**config.mk**
```make
export PLATFORM = sky130hd
export DESIGN_NAME = mul_acc
export DESIGN_NICKNAME = d
export VERILOG_FILES = /design/src/rtl/mul_acc.sv
export SDC_FILE = /design/constraint.sdc
export NUM_CORES = 1
export LEC_CHECK = 0
export BUFFER_PORTS_ARGS = -buffer_cell sky130_fd_sc_hd__buf_2
export CORE_MARGIN = 8
export CORE_UTILIZATION = 30
export CTS_CLUSTER_DIAMETER = 50
export DETAILED_ROUTE_END_ITERATION = 10
export GPL_ROUTABILITY_DRIVEN = 0
export REMOVE_ABC_BUFFERS = 1
export SETUP_SLACK_MARGIN = 0.2
export SLEW_MARGIN = 20
export SYNTH_ARGS = -nofsm -noshare
export SYNTH_HDL_FRONTEND = slang
export SYNTH_SLANG_ARGS = --single-unit
```
**constraint.sdc**
```tcl
create_clock -name clk -period 2.08 [get_ports clk]
set_input_delay 0.104 -clock clk [delete_from_list [all_inputs] [get_ports clk]]
set_output_delay 0.104 -clock clk [all_outputs]
set_load 0.005 [all_outputs]
```
**src/rtl/mul_acc.sv**
```systemverilog
// mul_acc: multiply-accumulate back end for the array multiplier `mul`.
// Sums a programmed number of products into an ACC_W-bit accumulator and
// hands the result over a valid/ready handshake.
// Optional feature macro: MUL_ACC_SAT_EN (saturating accumulation on overflow).
module mul_acc #(
  parameter int N_BIT    = 4,
  parameter int RES_SIZE = 2 * N_BIT,
  parameter int ACC_W    = 12,
  parameter int LEN_W    = 4
) (
  input  logic                clk,
  input  logic                rst,
  input  logic                start,
  input  logic [LEN_W-1:0]    len,
  input  logic                mode,
  input  logic                in_valid,
  output logic                in_ready,
  input  logic [RES_SIZE-1:0] product,
  output logic                out_valid,
  input  logic                out_ready,
  output logic [ACC_W-1:0]    result,
  output logic                ovf,
  output logic                busy
);

  typedef enum logic [1:0] {
    IDLE = 2'd0,
    ACC  = 2'd1,
    DONE = 2'd2
  } state_t;

  localparam logic [LEN_W-1:0] CNT_ONE = {{(LEN_W-1){1'b0}}, 1'b1};

  // Widen a product to accumulator width, sign- or zero-extended by mode.
  function automatic logic [ACC_W-1:0] ext_prod(input logic [RES_SIZE-1:0] p,
                                                input logic m);
    logic fill;
    fill = m & p[RES_SIZE-1];
    return {{(ACC_W-RES_SIZE){fill}}, p};
  endfunction

  // Overflow of one add: carry out when unsigned, sign rule when signed.
  function automatic logic add_overflow(input logic m, input logic a_msb,
                                        input logic b_msb, input logic s_msb,
                                        input logic carry);
    logic o;
    if (m) begin
      o = (a_msb == b_msb) && (s_msb != a_msb);
    end else begin
      o = carry;
    end
    return o;
  endfunction

`ifdef MUL_ACC_SAT_EN
  // Clamp value: all ones when unsigned; signed max or min picked by the
  // shared operand sign (both positive overflows up, both negative down).
  function automatic logic [ACC_W-1:0] sat_value(input logic m, input logic a_msb);
    logic [ACC_W-1:0] v;
    if (!m) begin
      v = {ACC_W{1'b1}};
    end else if (a_msb) begin
      v = {1'b1, {(ACC_W-1){1'b0}}};
    end else begin
      v = {1'b0, {(ACC_W-1){1'b1}}};
    end
    return v;
  endfunction
`endif

  state_t               state_r;
  state_t               state_nxt_s;
  logic [ACC_W-1:0]     acc_r;
  logic [ACC_W-1:0]     acc_nxt_s;
  logic [ACC_W-1:0]     ext_s;
  logic [ACC_W:0]       sum_s;
  logic                 add_ovf_s;
  logic [LEN_W-1:0]     count_r;
  logic                 mode_r;
  logic                 ovf_r;
  logic                 in_ready_r;
  logic                 out_valid_r;
  logic                 busy_r;
  logic                 accept_s;

  // in_ready_r is high exactly while the FSM sits in ACC.
  assign accept_s = in_valid & in_ready_r;

  // Extended product, full-width sum with carry, and per-add overflow.
  always_comb begin
    ext_s     = ext_prod(product, mode_r);
    sum_s     = {1'b0, acc_r} + {1'b0, ext_s};
    add_ovf_s = add_overflow(mode_r, acc_r[ACC_W-1], ext_s[ACC_W-1],
                             sum_s[ACC_W-1], sum_s[ACC_W]);
  end

  // Next accumulator value: wrap, or clamp and hold once overflowed.
  always_comb begin
    acc_nxt_s = sum_s[ACC_W-1:0];
`ifdef MUL_ACC_SAT_EN
    if (ovf_r) begin
      acc_nxt_s = acc_r;
    end else if (add_ovf_s) begin
      acc_nxt_s = sat_value(mode_r, acc_r[ACC_W-1]);
    end else begin
      acc_nxt_s = sum_s[ACC_W-1:0];
    end
`endif
  end

  // Next-state logic for the IDLE / ACC / DONE sequencer.
  always_comb begin
    state_nxt_s = state_r;
    case (state_r)
      IDLE: begin
        if (start) begin
          if (len == {LEN_W{1'b0}}) begin
            state_nxt_s = DONE;
          end else begin
            state_nxt_s = ACC;
          end
        end else begin
          state_nxt_s = IDLE;
        end
      end
      ACC: begin
        if (accept_s && (count_r == CNT_ONE)) begin
          state_nxt_s = DONE;
        end else begin
          state_nxt_s = ACC;
        end
      end
      DONE: begin
        if (out_ready) begin
          state_nxt_s = IDLE;
        end else begin
          state_nxt_s = DONE;
        end
      end
      default: begin
        state_nxt_s = IDLE;
      end
    endcase
  end

  // State, datapath and registered handshake outputs.
  always_ff @(posedge clk) begin
    if (rst) begin
      state_r     <= IDLE;
      acc_r       <= {ACC_W{1'b0}};
      count_r     <= {LEN_W{1'b0}};
      mode_r      <= 1'b0;
      ovf_r       <= 1'b0;
      in_ready_r  <= 1'b0;
      out_valid_r <= 1'b0;
      busy_r      <= 1'b0;
    end else begin
      state_r     <= state_nxt_s;
      in_ready_r  <= (state_nxt_s == ACC);
      out_valid_r <= (state_nxt_s == DONE);
      busy_r      <= (state_nxt_s != IDLE);
      case (state_r)
        IDLE: begin
          if (start) begin
            mode_r  <= mode;
            count_r <= len;
            acc_r   <= {ACC_W{1'b0}};
            ovf_r   <= 1'b0;
          end
        end
        ACC: begin
          if (accept_s) begin
            acc_r   <= acc_nxt_s;
            ovf_r   <= ovf_r | add_ovf_s;
            count_r <= count_r - CNT_ONE;
          end
        end
        default: begin
        end
      endcase
    end
  end

  assign in_ready  = in_ready_r;
  assign out_valid = out_valid_r;
  assign busy      = busy_r;
  assign result    = acc_r;
  assign ovf       = ovf_r;

endmodule
```
* Yosys cells after proc, flatten, opt, wreduce, memory -nomap -nowiden
Cells that the tools add are included.
** Storage, ports and cells
- Register bits after elaboration :: 23
- Logic and storage cells :: 45
** Cells by class
- Add/sub/neg operators :: 2
- Eq/ne operators :: 9
- Muxes and demuxes :: 15
- Bitwise operators :: 3
- Reduce and logical (&&, ||, !) cells :: 8
** Operators with widths (count)
- $mux 12 :: 2
- $pmux 12 s2 :: 1
- $add 12x12->13 :: 1
- $mux 2 :: 4
- $mux 4 :: 2
- $pmux 4 s2 :: 1
- $pmux 2 s3 :: 1
- $eq 2x1->1 const B :: 2
- $eq 2x2->1 const B :: 2
- $eq 4x1->1 const B :: 1
- $logic_not 4->1 :: 1
- $ne 2x2->1 const B :: 2
- $reduce_bool 2->1 :: 2
- $sub 4x1->4 const B :: 1
- $mux 1 :: 3
- $reduce_and 3->1 :: 1
- $and 1x1->1 :: 2
- $logic_and 1x1->1 :: 2
- $logic_not 2->1 :: 1
- $pmux 1 s2 :: 1
- $reduce_and 2->1 :: 1
- $eq 1x1->1 :: 1
- $ne 1x1->1 :: 1
- $or 1x1->1 :: 1

* Longest topological paths before layout
Gate-level depths: netlist (run 1).
- Depth after elaboration :: 8
- Depth in mapped cells :: 8
- Depth with buffers taken out :: 8

* Worst setup path before layout (run 1)
No wires, ideal clock.
- Kind :: register to register
- Start :: reg acc_r[0], in the netlist result[0]
- End :: reg acc_r[10], in the netlist result[10]
- Setup time :: 74 ps
- Data arrival time :: 2021 ps
- Data required time :: 2006 ps
- Path slack :: -15 ps
- Cell stages (with the launch flop) :: 9
- Buffers on the path :: 0
- Period minus slack after synthesis :: 2095 ps
- Path through :: dfxtp_1 ha_1 fa_1 a211oi_1 o211ai_1 nand2_1 mux2i_1 or3_1 a31oi_1
** Between the ends
- Longest elaborated chain between the ends :: 3
** RTL lines
- start, declared :: line 73 : logic [ACC_W-1:0] acc_r;
- start signal, assigned :: line 150 : acc_r <= {ACC_W{1'b0}};
- start signal, assigned :: line 167 : acc_r <= {ACC_W{1'b0}};
- start signal, assigned :: line 173 : acc_r <= acc_nxt_s;
- $add 12x12->13 :: line 92 : sum_s = {1'b0, acc_r} + {1'b0, ext_s};
- $mux 12 :: line 172 : if (accept_s) begin
- $pmux 12 s2 :: line 162 : case (state_r)
No other way between the ends. The select of a mux whose other input is x is not followed.
A chain may end at the register's enable or synchronous reset.

* Final worst setup path (run 1)
- Start :: reg acc_r[1], in the netlist result[1]
- End :: reg acc_r[8], in the netlist result[8]
The elaborated chain is that of the path after synthesis.

==> out/results.tsv, run 1 <==
stage	metric	value	unit
clocking	number of H-tree branching levels	1	
route	number of remaining DRC errors	0	
sta	final hold viol count	0	
cells_and_area	Cell Count, Final, Fillers Out	309	
sta	worst slew pin tran	0.566	ns
sta	Max transition margin	62.3	%
route	Via Count	1593	
sta	final number of max-transition violations	0	
cells_and_area	count of fill cells added during filler insertion	547	
sta	Fin Hold WS	0.0820	ns
min_path	Hold Crit Depth	3	
pwr	leakage component of the power	0.904	nW
setup_path	startpoint of the lowest-slack register-to-register path	result[1]$_SDFFE_PP0P_	
placed_design	half-perimeter wire length after detailed placement	3.14	mm
setup_path	Critical Path Start Type	flip-flop	
logic_synthesis	dominant cell type by area after synthesis	sky130_fd_sc_hd__dfxtp_1	
clocking	root buffer cell	sky130_fd_sc_hd__clkbuf_8	
logic_synthesis	fraction of the yosys area taken by sequential cells	29.5	%
cells_and_area	ant diodes	0	
global_routing	antenna violations before repair	0	
cells_and_area	commonest non-fill, non-tap cells in the layout	sky130_fd_sc_hd__buf_2 (33), sky130_fd_sc_hd__dfxtp_1 (19), sky130_fd_sc_hd__a21oi_1 (18)	
logic_synthesis	number of enable-type register cells in the synthesized netlist	0	
cells_and_area	most common library cell in the layout ignoring fill and taps	sky130_fd_sc_hd__buf_2	
run_status	outcome	finished, final reports clean	
sta	Clock Skews	0.00366	ns
route	remaining antenna violation count after routing	0	
setup_path	setup slack of the most critical reg-to-reg path	0.06	ns
clocking	clock tree from TritonCTS	built	
setup_path	Reg-to-Reg End	result[8]$_SDFFE_PP0P_	
setup_path	Crit Path Category	reg -> reg	
logic_synthesis	Yosys cell types	52	
min_path	capture endpoint of the worst hold path	mode_r$_SDFFE_PP0P_	
floorplanning	number of top-level pins	34	
global_routing	via count of the first global-routing pass	1535	
setup_path	Reg2Reg Depth	8	
logic_synthesis	fraction of synthesis flops using an asynchronous set or reset pin	0	%
sta	post-layout min period	2.02	ns
clocking	total CTS buffers	3	
setup_path	critical path endpoint category	flip-flop	
min_path	critical hold path startpoint	mode	
floorplanning	Initial Utilization	30.7	%
floorplanning	Die Span Y	88.1	um
logic_synthesis	predominant post-synthesis flop cell	sky130_fd_sc_hd__dfxtp_1	
cells_and_area	layout cell share with drive strength beyond 1	37.2	%
sta	count of final setup violators	0	
cells_and_area	Synth-to-Final Area Change	37.7	%
placed_design	Post-Place Cells	300	
min_path	worst min-delay path category	in -> reg	
logic_synthesis	fraction of post-synthesis cell area in the top cell type by area	29.5	%
clocking	Max Root-Sink Buffers	2	
global_routing	overall track demand over capacity in global routing	11.3	%
floorplanning	Rows	26	
route	violation count after the first detailed-routing iteration	92	
route	via count normalized by instance count	5.16	
global_routing	gr ovfl total	0	
sta	unrepaired setup endpoints after global routing	yes	
sta	upper clock frequency limit	0.495	GHz
logic_synthesis	ranking of synthesized cells by area	sky130_fd_sc_hd__dfxtp_1 (30%), sky130_fd_sc_hd__ha_1 (8.8%), sky130_fd_sc_hd__a21oi_1 (6.4%), sky130_fd_sc_hd__nand2_1 (4.1%), sky130_fd_sc_hd__nor2_1 (3.9%)	
setup_path	arrival time at the worst endpoint	2.25	ns
route	drt wl/cell	14.6	um
route	routed wire length	4.52	mm
global_routing	maximum number of pins on one net before global-route repair	29	
pwr	total power	1.01	mW
floorplanning	Die ar.	7760	um^2
sta	Period Utilization, post-route	97.2	%
clocking	clock latency at the later pin of the worst-skew pair	0.27	ns
pwr	pwr/cell area	472	nW/um^2
floorplanning	core footprint	5070	um^2
setup_path	CP Data Required Time	2.30	ns
flow_run	total of max-cap violations	0	
logic_synthesis	total standard cell area after synthesis	1560	um^2
cells_and_area	final design instance area without fill	2150	um^2
logic_synthesis	gate count of the mapped netlist	193	
route	detailed-router iteration count before antenna repair	4	
pwr	highest ir drop seen on vdd	0.270	mV
clocking	total number of clock tree sinks	23	
placed_design	post-placement cell area	1860	um^2
logic_synthesis	number of flip-flops and latches in the synthesized netlist	23	
floorplanning	Horiz. Die Dim	88.1	um
clocking	Reg clk slew, reported paths	0.09	ns
setup_path	highest net fanout along the worst path	3	
logic_synthesis	Avg Inst Size Synth	8.08	um^2
logic_synthesis	Yosys warning count	0	
global_routing	first-pass GRT wire length	7.01	mm
cells_and_area	NumNets Final	270	
placed_design	buffers added on ports	33	
==> through the flow <==
stage	TNS (ns)	util, %	setup slack (ns)
after detailed placement	-0.0432	36.6	-0.0432
after CTS	0	39.3	0.0199
after floorplan	-0.0154	-	-0.0154
after global routing	-0.0594	42.3	-0.0387
after global placement	0	36.6	0.0000546
final	0	42.3	0.0582
==> report_power, final <==
group          internal, mW  switching [mW]
sequential            0.459          0.0169
combinational         0.108           0.127
clock                 0.136           0.166
==> Yosys cell counts, types with 2 or more instances <==
master	count
sky130_fd_sc_hd__o2111ai_1	2
sky130_fd_sc_hd__nand4_1	2
sky130_fd_sc_hd__a22oi_1	2
sky130_fd_sc_hd__xor2_1	2
sky130_fd_sc_hd__a21o_1	3
sky130_fd_sc_hd__o21ai_1	2
sky130_fd_sc_hd__and2_1	2
sky130_fd_sc_hd__buf_2	2
sky130_fd_sc_hd__nand2b_1	2
sky130_fd_sc_hd__xnor2_1	4
sky130_fd_sc_hd__a21oi_1	20
sky130_fd_sc_hd__nor2_1	16
sky130_fd_sc_hd__nand2_1	17
sky130_fd_sc_hd__inv_1	4
sky130_fd_sc_hd__dfxtp_1	23
sky130_fd_sc_hd__nor2b_1	4
sky130_fd_sc_hd__and3_1	2
sky130_fd_sc_hd__nand3b_1	2
sky130_fd_sc_hd__or3_1	2
sky130_fd_sc_hd__ha_1	11
sky130_fd_sc_hd__o21bai_1	3
sky130_fd_sc_hd__a31oi_1	3
sky130_fd_sc_hd__clkbuf_1	3
sky130_fd_sc_hd__nor3b_1	3
sky130_fd_sc_hd__nand3_1	11
sky130_fd_sc_hd__o21ai_0	5
sky130_fd_sc_hd__a211oi_1	4
sky130_fd_sc_hd__mux2i_1	4
sky130_fd_sc_hd__nor3_1	10
==> worst max-delay path, cell delays in order, from the launching register on <==
cell and delay, ns:
sky130_fd_sc_hd__dfxtp_4 0.37, sky130_fd_sc_hd__buf_6 0.12, sky130_fd_sc_hd__fa_2 0.36, sky130_fd_sc_hd__a211oi_2 0.22, sky130_fd_sc_hd__o211ai_1 0.14, sky130_fd_sc_hd__nand2_2 0.12
sky130_fd_sc_hd__xnor2_2 0.09, sky130_fd_sc_hd__or4_4 0.49, sky130_fd_sc_hd__nand3_2 0.07
==> layer usage <==
layer / track usage [%] / part of all wire, % / wire (um) / up-vias
li1: - / - / - / 811
met2: 17.7 / 48 / 2160 / 39
met5: 0 / 0 / 0 / -
met1: 14.9 / 46 / 2060 / 737
met3: 3.00 / 5.4 / 242 / 6
met4: 2.92 / 1.2 / 55 / 0
==> registers in the layout, indices dropped and copies added (netlist names) <==
register and flops:
in_ready 1, mode_r 1, busy 1, ovf 1, count_r 4, result 12, state_r 2, out_valid 1
==> repair_timing <==
action / in CTS / in global routing
endpoints found under the setup margin: 7 / 11
setup buffers: 2 / 3
resized for setup: 15 / 21
hold buffers: 0 / 0
pin swaps: 17 / 14
==> cell type report <==
cell class	count	area, um^2	share of cell area, %
Clock inverter	1	7.51	0.350
Timing Repair Buffer	50	297	13.8
Tap cell	70	87.6	4.08
Sequential cell	23	468	21.8
Multi-Input combinational cell	158	1230	57.3
Clock buffer	3	41.3	1.92
Inverter	4	15.0	0.699
==> logic make-up (layout without fill, tap and decap cells) <==
group	Yosys count	count (layout)	share of synthesized area [%]
xor gates and xnor gates	6	6	3.37
adders and majority gates	12	12	10.1
buffers and inverters	12	58	3.85
DFF	23	23	29.5
AOI/OAI and AO/OA	55	55	23.8
muxes	4	4	2.57
and+or+nand+nor	81	81	26.8
==> worst max path at each step <==
| stage | from | end | slack [ns] | cells past startpoint |
|---|---|---|---|---|
| floorplan | result[0]$_SDFFE_PP0P_ | result[10]$_SDFFE_PP0P_ | -0.02 | 8 |
| global placement | result[0]$_SDFFE_PP0P_ | result[10]$_SDFFE_PP0P_ | 0.00005 | 8 |
| detailed placement | result[0]$_SDFFE_PP0P_ | result[10]$_SDFFE_PP0P_ | -0.04 | 8 |
| CTS | result[0]$_SDFFE_PP0P_ | result[10]$_SDFFE_PP0P_ | 0.02 | 9 |
| global route | result[0]$_SDFFE_PP0P_ | result[8]$_SDFFE_PP0P_ | -0.04 | 8 |
| finish | result[1]$_SDFFE_PP0P_ | result[8]$_SDFFE_PP0P_ | 0.06 | 8 |
No activity file was read; power rests on OpenSTA's default activity.
==> run 2, diff against run 1 <==
--- a/config.mk
+++ b/config.mk
@@ -8,6 +8,7 @@
 export BUFFER_PORTS_ARGS = -buffer_cell sky130_fd_sc_hd__buf_2
 export CORE_MARGIN = 8
 export CORE_UTILIZATION = 30
+export CTS_BUF_LIST = sky130_fd_sc_hd__clkbuf_16
 export CTS_CLUSTER_DIAMETER = 50
 export DETAILED_ROUTE_END_ITERATION = 10
 export GPL_ROUTABILITY_DRIVEN = 0
==> run 2 against run 1 <==
  * Sequential power barely moved
  * Largest power group unchanged
  * Global-route usage rose by 0.14 points
  * Via count fell by 0.31%
  * Largest cell class unchanged
  * Critical path depth did not move
  * Worst setup slack improved by 0.019 ns
==> out/results.tsv, run 2 (synthesized netlist as in run 1, its figures left out) <==
stage	metric	value	unit	change
placed_design	pre-CTS setup slack	-0.0432	ns	unchanged
setup_path	Crit Path Category	reg -> reg		
pwr	leakage component of the power	0.917	nW	+1.5%
sta	count of final setup violators	0		unchanged
floorplanning	Horiz. Die Dim	88.1	um	unchanged
clocking	clock tree from TritonCTS	built		
sta	post-layout worst setup margin	0.0771	ns	+0.0188 ns
setup_path	Reg2Reg Depth	8		unchanged
setup_path	critical path endpoint category	flip-flop		
cells_and_area	share of the core filled with cells in the final layout	42.7	%	+0.42 points
setup_path	Critical Path Start Type	flip-flop		
cells_and_area	ant diodes	0		unchanged
cells_and_area	area used by sequential logic in the layout	467	um^2	-0.27%
floorplanning	Rows	26		unchanged
min_path	worst min-delay path category	in -> reg		
pwr	pwr/cell area	529	nW/um^2	+12%
cells_and_area	NumNets Final	272		+0.74%
flow_run	total of max-cap violations	0		unchanged
placed_design	Post-Place Cells	300		unchanged
route	drt wl/cell	14.1	um	-3.6%
route	remaining antenna violation count after routing	0		unchanged
global_routing	antenna violations before repair	0		unchanged
sta	Post-Route Setup TNS	0	ns	unchanged
clocking	clock latency at the later pin of the worst-skew pair	0.26	ns	about the same
floorplanning	Die ar.	7760	um^2	unchanged
clocking	hold-fix buffers at CTS	0		unchanged
global_routing	gr ovfl total	0		unchanged
route	routed wire length	4.38	mm	-3.0%
global_routing	maximum number of pins on one net before global-route repair	29		unchanged
route	via count normalized by instance count	5.11		-0.95%
floorplanning	number of top-level pins	34		unchanged
cells_and_area	commonest non-fill, non-tap cells in the layout	sky130_fd_sc_hd__buf_2 (33), sky130_fd_sc_hd__dfxtp_1 (20), sky130_fd_sc_hd__a21oi_1 (19)		
cells_and_area	Largest register FFs	12		unchanged
cells_and_area	layout cell share with drive strength beyond 1	36.1	%	-1.1 points
run_status	outcome	finished, final reports clean		
route	number of remaining DRC errors	0		unchanged
route	Via Count	1588		-0.31%
floorplanning	core footprint	5070	um^2	unchanged
setup_path	arrival time at the worst endpoint	2.21	ns	-0.04 ns
clocking	total CTS buffers	3		unchanged
sta	Period Utilization, post-route	96.3	%	-0.91 points
setup_path	library cell contributing the largest single delay on the critical path	sky130_fd_sc_hd__or4_4		
sta	worst slew pin tran	0.551	ns	-0.0150 ns
sta	Max transition margin	63.3	%	+1.0 points
setup_path	CP peak stage delay	0.48	ns	about the same
cells_and_area	Synth-to-Final Area Change	39.1	%	
floorplanning	Die Span Y	88.1	um	unchanged
setup_path	highest net fanout along the worst path	3		unchanged
cells_and_area	Cell Count, Final, Fillers Out	311		+0.65%
floorplanning	Initial Utilization	30.7	%	unchanged
setup_path	CP Data Required Time	2.29	ns	about the same
sta	final number of max-transition violations	0		unchanged
min_path	Hold Crit Depth	3		unchanged
route	violation count after the first detailed-routing iteration	118		+28%
sta	unrepaired setup endpoints after global routing	yes		
pwr	highest ir drop seen on vdd	0.329	mV	+22%
global_routing	first-pass GRT wire length	7.07	mm	+0.88%
sta	final hold viol count	0		unchanged
cells_and_area	most common library cell in the layout ignoring fill and taps	sky130_fd_sc_hd__buf_2		
sta	upper clock frequency limit	0.499	GHz	+0.94%
cells_and_area	count of fill cells added during filler insertion	543		-0.73%
cells_and_area	area of the multi-input gates	1200	um^2	-2.1%
clocking	total number of clock tree sinks	23		unchanged
clocking	root buffer cell	sky130_fd_sc_hd__clkbuf_16		
clocking	number of H-tree branching levels	1		unchanged
sta	post-layout min period	2.00	ns	-0.0188 ns
global_routing	overall track demand over capacity in global routing	11.4	%	+0.14 points
placed_design	buffers added on ports	33		unchanged
setup_path	cell chain of the critical path	ha_4 > fa_2 > a211oi_2 > o211ai_1 > nand2_2 > xnor2_2 > or4_4 > nand3_2		
clocking	Reg clk slew, reported paths	0.07	ns	-0.02 ns
route	detailed-router iteration count before antenna repair	4		unchanged
sta	Clock Skews	0.00133	ns	-0.00233 ns
clocking	Max Root-Sink Buffers	2		unchanged
global_routing	via count of the first global-routing pass	1547		+0.78%
placed_design	half-perimeter wire length after detailed placement	3.14	mm	unchanged
-- run 2: cell count changes in the layout (fill, tap and decap cells not counted), sizes merged --
cell,before,now
buf,50,52
-- run 2: per-layer routing --
metal	global-route usage, %	vias up	wire [um]
li1	-	812	-
met4	2.30	0	25
met1	14.8	740	2070
met2	18.5	34	2050
met3	3.00	2	238
met5	0	-	0
-- run 2: path summary, 6_finish.rpt --
kind	slack, ns	endpoint	startpoint
max	0.08	result[8]$_SDFFE_PP0P_	result[0]$_SDFFE_PP0P_
min	0.1	mode_r$_SDFFE_PP0P_	mode
max reg2reg	0.08	result[8]$_SDFFE_PP0P_	result[0]$_SDFFE_PP0P_
min reg2reg	0.50	mode_r$_SDFFE_PP0P_	mode_r$_SDFFE_PP0P_
-- run 2: critical path: cells and delay by family, from the launching register on --
family / cells / cell delay, ns
AO/OA/AOI/OAI: 2 / 0.34
AND/OR/NAND/NOR: 3 / 0.67
flip-flops: 1 / 0.34
XOR/XNOR: 1 / 0.09
adder cells (fa/ha/maj): 2 / 0.51
-- run 2: final cells by class --
class | instances | share of cell area (%)
clock buffers | 3 | 3.46
clock inverters | 1 | 0.346
inverters | 4 | 0.692
multi-input cells | 158 | 55.6
flip-flops and latches | 23 | 21.5
well taps | 70 | 4.04
repair buffers | 52 | 14.4
-- run 2: metrics by stage --
step / hold WS [ns] / cell area (um^2) / power [mW]
after floorplan: 0.173 / 1510 / 0.603
after global placement: 0.371 / 1860 / 0.684
after detailed placement: 0.377 / 1860 / 0.687
after CTS: 0.0991 / 2020 / 1.14
after global routing: 0.127 / 2170 / 1.22
final: 0.0999 / 2170 / 1.15
-- run 2: timing repair --
| item | 4_1_cts | 5_1_grt |
|---|---|---|
| gates resized for setup | 14 | 18 |
| endpoints found under the setup margin | 7 | 11 |
| pin swaps | 17 | 14 |
| buffers inserted | 2 | 5 |
| cloned | 0 | 0 |
-- run 2: report_power, final --
group	total [mW]	leakage, nW	switching (mW)	internal (mW)
registers	0.476	0.189	0.0171	0.459
clock network	0.437	0.0371	0.176	0.261
logic	0.234	0.691	0.125	0.109
total	1.15	0.917	0.319	0.829
==> run 3, diff against run 2 <==
==> constraint.sdc (replaced) <==
create_clock -name clk -period 2 [get_ports clk]
set_input_delay 0.1 -clock clk [delete_from_list [all_inputs] [get_ports clk]]
set_output_delay 0.1 -clock clk [all_outputs]
set_load 0.005 [all_outputs]
==> run 3 against run 2 <==
  * Global-route usage increased by 0.50 points
  * Core utilization decreased by 0.89 points
  * Cell area decreased by 2.1%
  * Largest power group unchanged
  * Largest cell class unchanged
  * First-iteration DRC count decreased by 50%
  * Flip-flop and latch count unchanged
  * Combinational power increased by 4%
  * Via count increased by 0.63%
  * Clock power increased by 6.9%
  * Non-clock buffer count unchanged
  * Sequential power increased by 4.2%
  * Register-to-register slack got worse by 0.04 ns
  * Final cell count unchanged
==> out/results.tsv, run 3 (synthesized netlist as in run 1, its figures left out) <==
stage	metric	value	unit	change
pwr	highest ir drop seen on vdd	0.412	mV	+25%
cells_and_area	NumNets Final	272		unchanged
floorplanning	Die Span Y	88.1	um	unchanged
setup_path	Crit Path Category	reg -> reg		
route	Via Count	1598		+0.63%
cells_and_area	layout cell share with drive strength beyond 1	34.4	%	-1.7 points
sta	Max transition margin	65.6	%	+2.3 points
sta	count of final setup violators	0		unchanged
route	drt wl/cell	14.2	um	+0.84%
sta	upper clock frequency limit	0.510	GHz	+2.2%
clocking	total CTS buffers	3		unchanged
setup_path	Critical Path Start Type	flip-flop		
global_routing	overall track demand over capacity in global routing	11.9	%	+0.50 points
route	detailed-router iteration count before antenna repair	4		unchanged
flow_run	total of max-cap violations	0		unchanged
clocking	number of H-tree branching levels	1		unchanged
floorplanning	number of top-level pins	34		unchanged
floorplanning	Rows	26		unchanged
route	via count normalized by instance count	5.14		+0.63%
global_routing	gr ovfl total	0		unchanged
placed_design	pre-CTS setup slack	-0.127	ns	-0.0836 ns
global_routing	maximum number of pins on one net before global-route repair	29		unchanged
min_path	Hold Crit Depth	3		unchanged
pwr	leakage component of the power	0.912	nW	-0.54%
cells_and_area	Largest register FFs	12		unchanged
floorplanning	Initial Utilization	30.7	%	unchanged
placed_design	Post-Place Cells	304		+1.3%
cells_and_area	ant diodes	0		unchanged
floorplanning	Die ar.	7760	um^2	unchanged
route	remaining antenna violation count after routing	0		unchanged
clocking	clock tree from TritonCTS	built		
sta	Post-Route Setup TNS	0	ns	unchanged
sta	final hold viol count	0		unchanged
sta	Period Utilization, post-route	98.0	%	+1.7 points
sta	Clock Skews	0.00240	ns	+0.00107 ns
pwr	pwr/cell area	568	nW/um^2	+7.3%
sta	worst slew pin tran	0.516	ns	-0.0350 ns
sta	post-layout worst setup margin	0.0398	ns	-0.0372 ns
cells_and_area	Synth-to-Final Area Change	36.2	%	
global_routing	via count of the first global-routing pass	1569		+1.4%
global_routing	first-pass GRT wire length	7.43	mm	+5.1%
clocking	total number of clock tree sinks	23		unchanged
setup_path	Reg2Reg Depth	8		unchanged
pwr	total power	1.21	mW	+5.0%
floorplanning	Horiz. Die Dim	88.1	um	unchanged
sta	unrepaired setup endpoints after global routing	yes		
route	number of remaining DRC errors	0		unchanged
cells_and_area	most common library cell in the layout ignoring fill and taps	sky130_fd_sc_hd__buf_2		
setup_path	critical path endpoint category	flip-flop		
setup_path	CP Data Required Time	2.19	ns	-0.10 ns
placed_design	half-perimeter wire length after detailed placement	3.18	mm	+1.1%
cells_and_area	Cell Count, Final, Fillers Out	311		unchanged
setup_path	arrival time at the worst endpoint	2.15	ns	-0.06 ns
clocking	clock latency at the later pin of the worst-skew pair	0.26	ns	about the same
route	routed wire length	4.42	mm	+0.84%
sta	final number of max-transition violations	0		unchanged
setup_path	highest net fanout along the worst path	3		unchanged
clocking	Max Root-Sink Buffers	2		unchanged
route	violation count after the first detailed-routing iteration	59		-50%
global_routing	antenna violations before repair	0		unchanged
sta	post-layout min period	1.96	ns	-0.0428 ns
clocking	Reg clk slew, reported paths	0.07	ns	about the same
floorplanning	core footprint	5070	um^2	unchanged
min_path	worst min-delay path category	in -> reg		
clocking	root buffer cell	sky130_fd_sc_hd__clkbuf_16		
run_status	outcome	finished, final reports clean		
placed_design	buffers added on ports	33		unchanged
cells_and_area	commonest non-fill, non-tap cells in the layout	sky130_fd_sc_hd__buf_2 (33), sky130_fd_sc_hd__dfxtp_1 (19), sky130_fd_sc_hd__buf_4 (19)		
## run 3: cell counts in the layout (fill, tap and decap cells not counted)
Identical to the previous run, type by type.
## run 3: worst paths after layout
check	end	start	slack, ns
worst max-delay path	result[10]$_SDFFE_PP0P_	result[0]$_SDFFE_PP0P_	0.04
worst min-delay path	mode_r$_SDFFE_PP0P_	mode	0.09
worst max register to register	result[10]$_SDFFE_PP0P_	result[0]$_SDFFE_PP0P_	0.04
worst min register to register	result[6]$_SDFFE_PP0P_	result[6]$_SDFFE_PP0P_	0.50
## run 3: area by class of cell
cell class / count / area (um^2)
Multi-Input combinational cell: 158 / 1160
Tap cell: 70 / 87.6
Timing Repair Buffer: 52 / 308
Clock buffer: 3 / 75.1
Sequential cell: 23 / 468
Clock inverter: 1 / 7.51
Inverter: 4 / 15.0
Fill cell: 555 / 2950
## run 3: stage by stage
stage	cell area [um^2]	hold WS (ns)	utilization (%)
4_1_cts	2100	0.0855	41.4
5_1_grt	2120	0.138	41.8
2_1_floorplan	1510	0.169	-
6_report	2120	0.0895	41.8
3_3_place_gp	1890	0.365	37.2
3_5_place_dp	1890	0.369	37.2
## run 3: routing by layer
| metal | global-route usage [%] | wire length, um | vias up |
|---|---|---|---|
| met5 | 0 | 0 | - |
| met4 | 1.84 | 24 | 0 |
| met3 | 2.81 | 206 | 4 |
| met2 | 20.5 | 2130 | 36 |
| met1 | 14.9 | 2060 | 746 |
| li1 | - | - | 812 |
## run 3: where the power goes
group	internal [mW]	switching, mW
Combinational	0.113	0.130
Sequential	0.478	0.0182
Clock	0.272	0.195
## run 3: repair_timing
| item | in CTS | in global routing |
|---|---|---|
| setup buffers | 3 | 0 |
| hold endpoints to repair | 0 | 0 |
| pin swaps | 23 | 6 |
| gates resized for setup | 20 | 5 |
| setup endpoints to repair | 8 | 10 |
| hold buffers | 0 | 0 |
## run 3: worst max-delay path, cell delays in order (launching register included)
cell                       delay (ns)
sky130_fd_sc_hd__dfxtp_2         0.34
sky130_fd_sc_hd__ha_4            0.16
sky130_fd_sc_hd__fa_2            0.40
sky130_fd_sc_hd__a211oi_2        0.22
sky130_fd_sc_hd__o211ai_1        0.12
sky130_fd_sc_hd__nand2_2         0.12
sky130_fd_sc_hd__mux2i_1         0.09
sky130_fd_sc_hd__or3_1           0.31
sky130_fd_sc_hd__a31oi_1         0.12
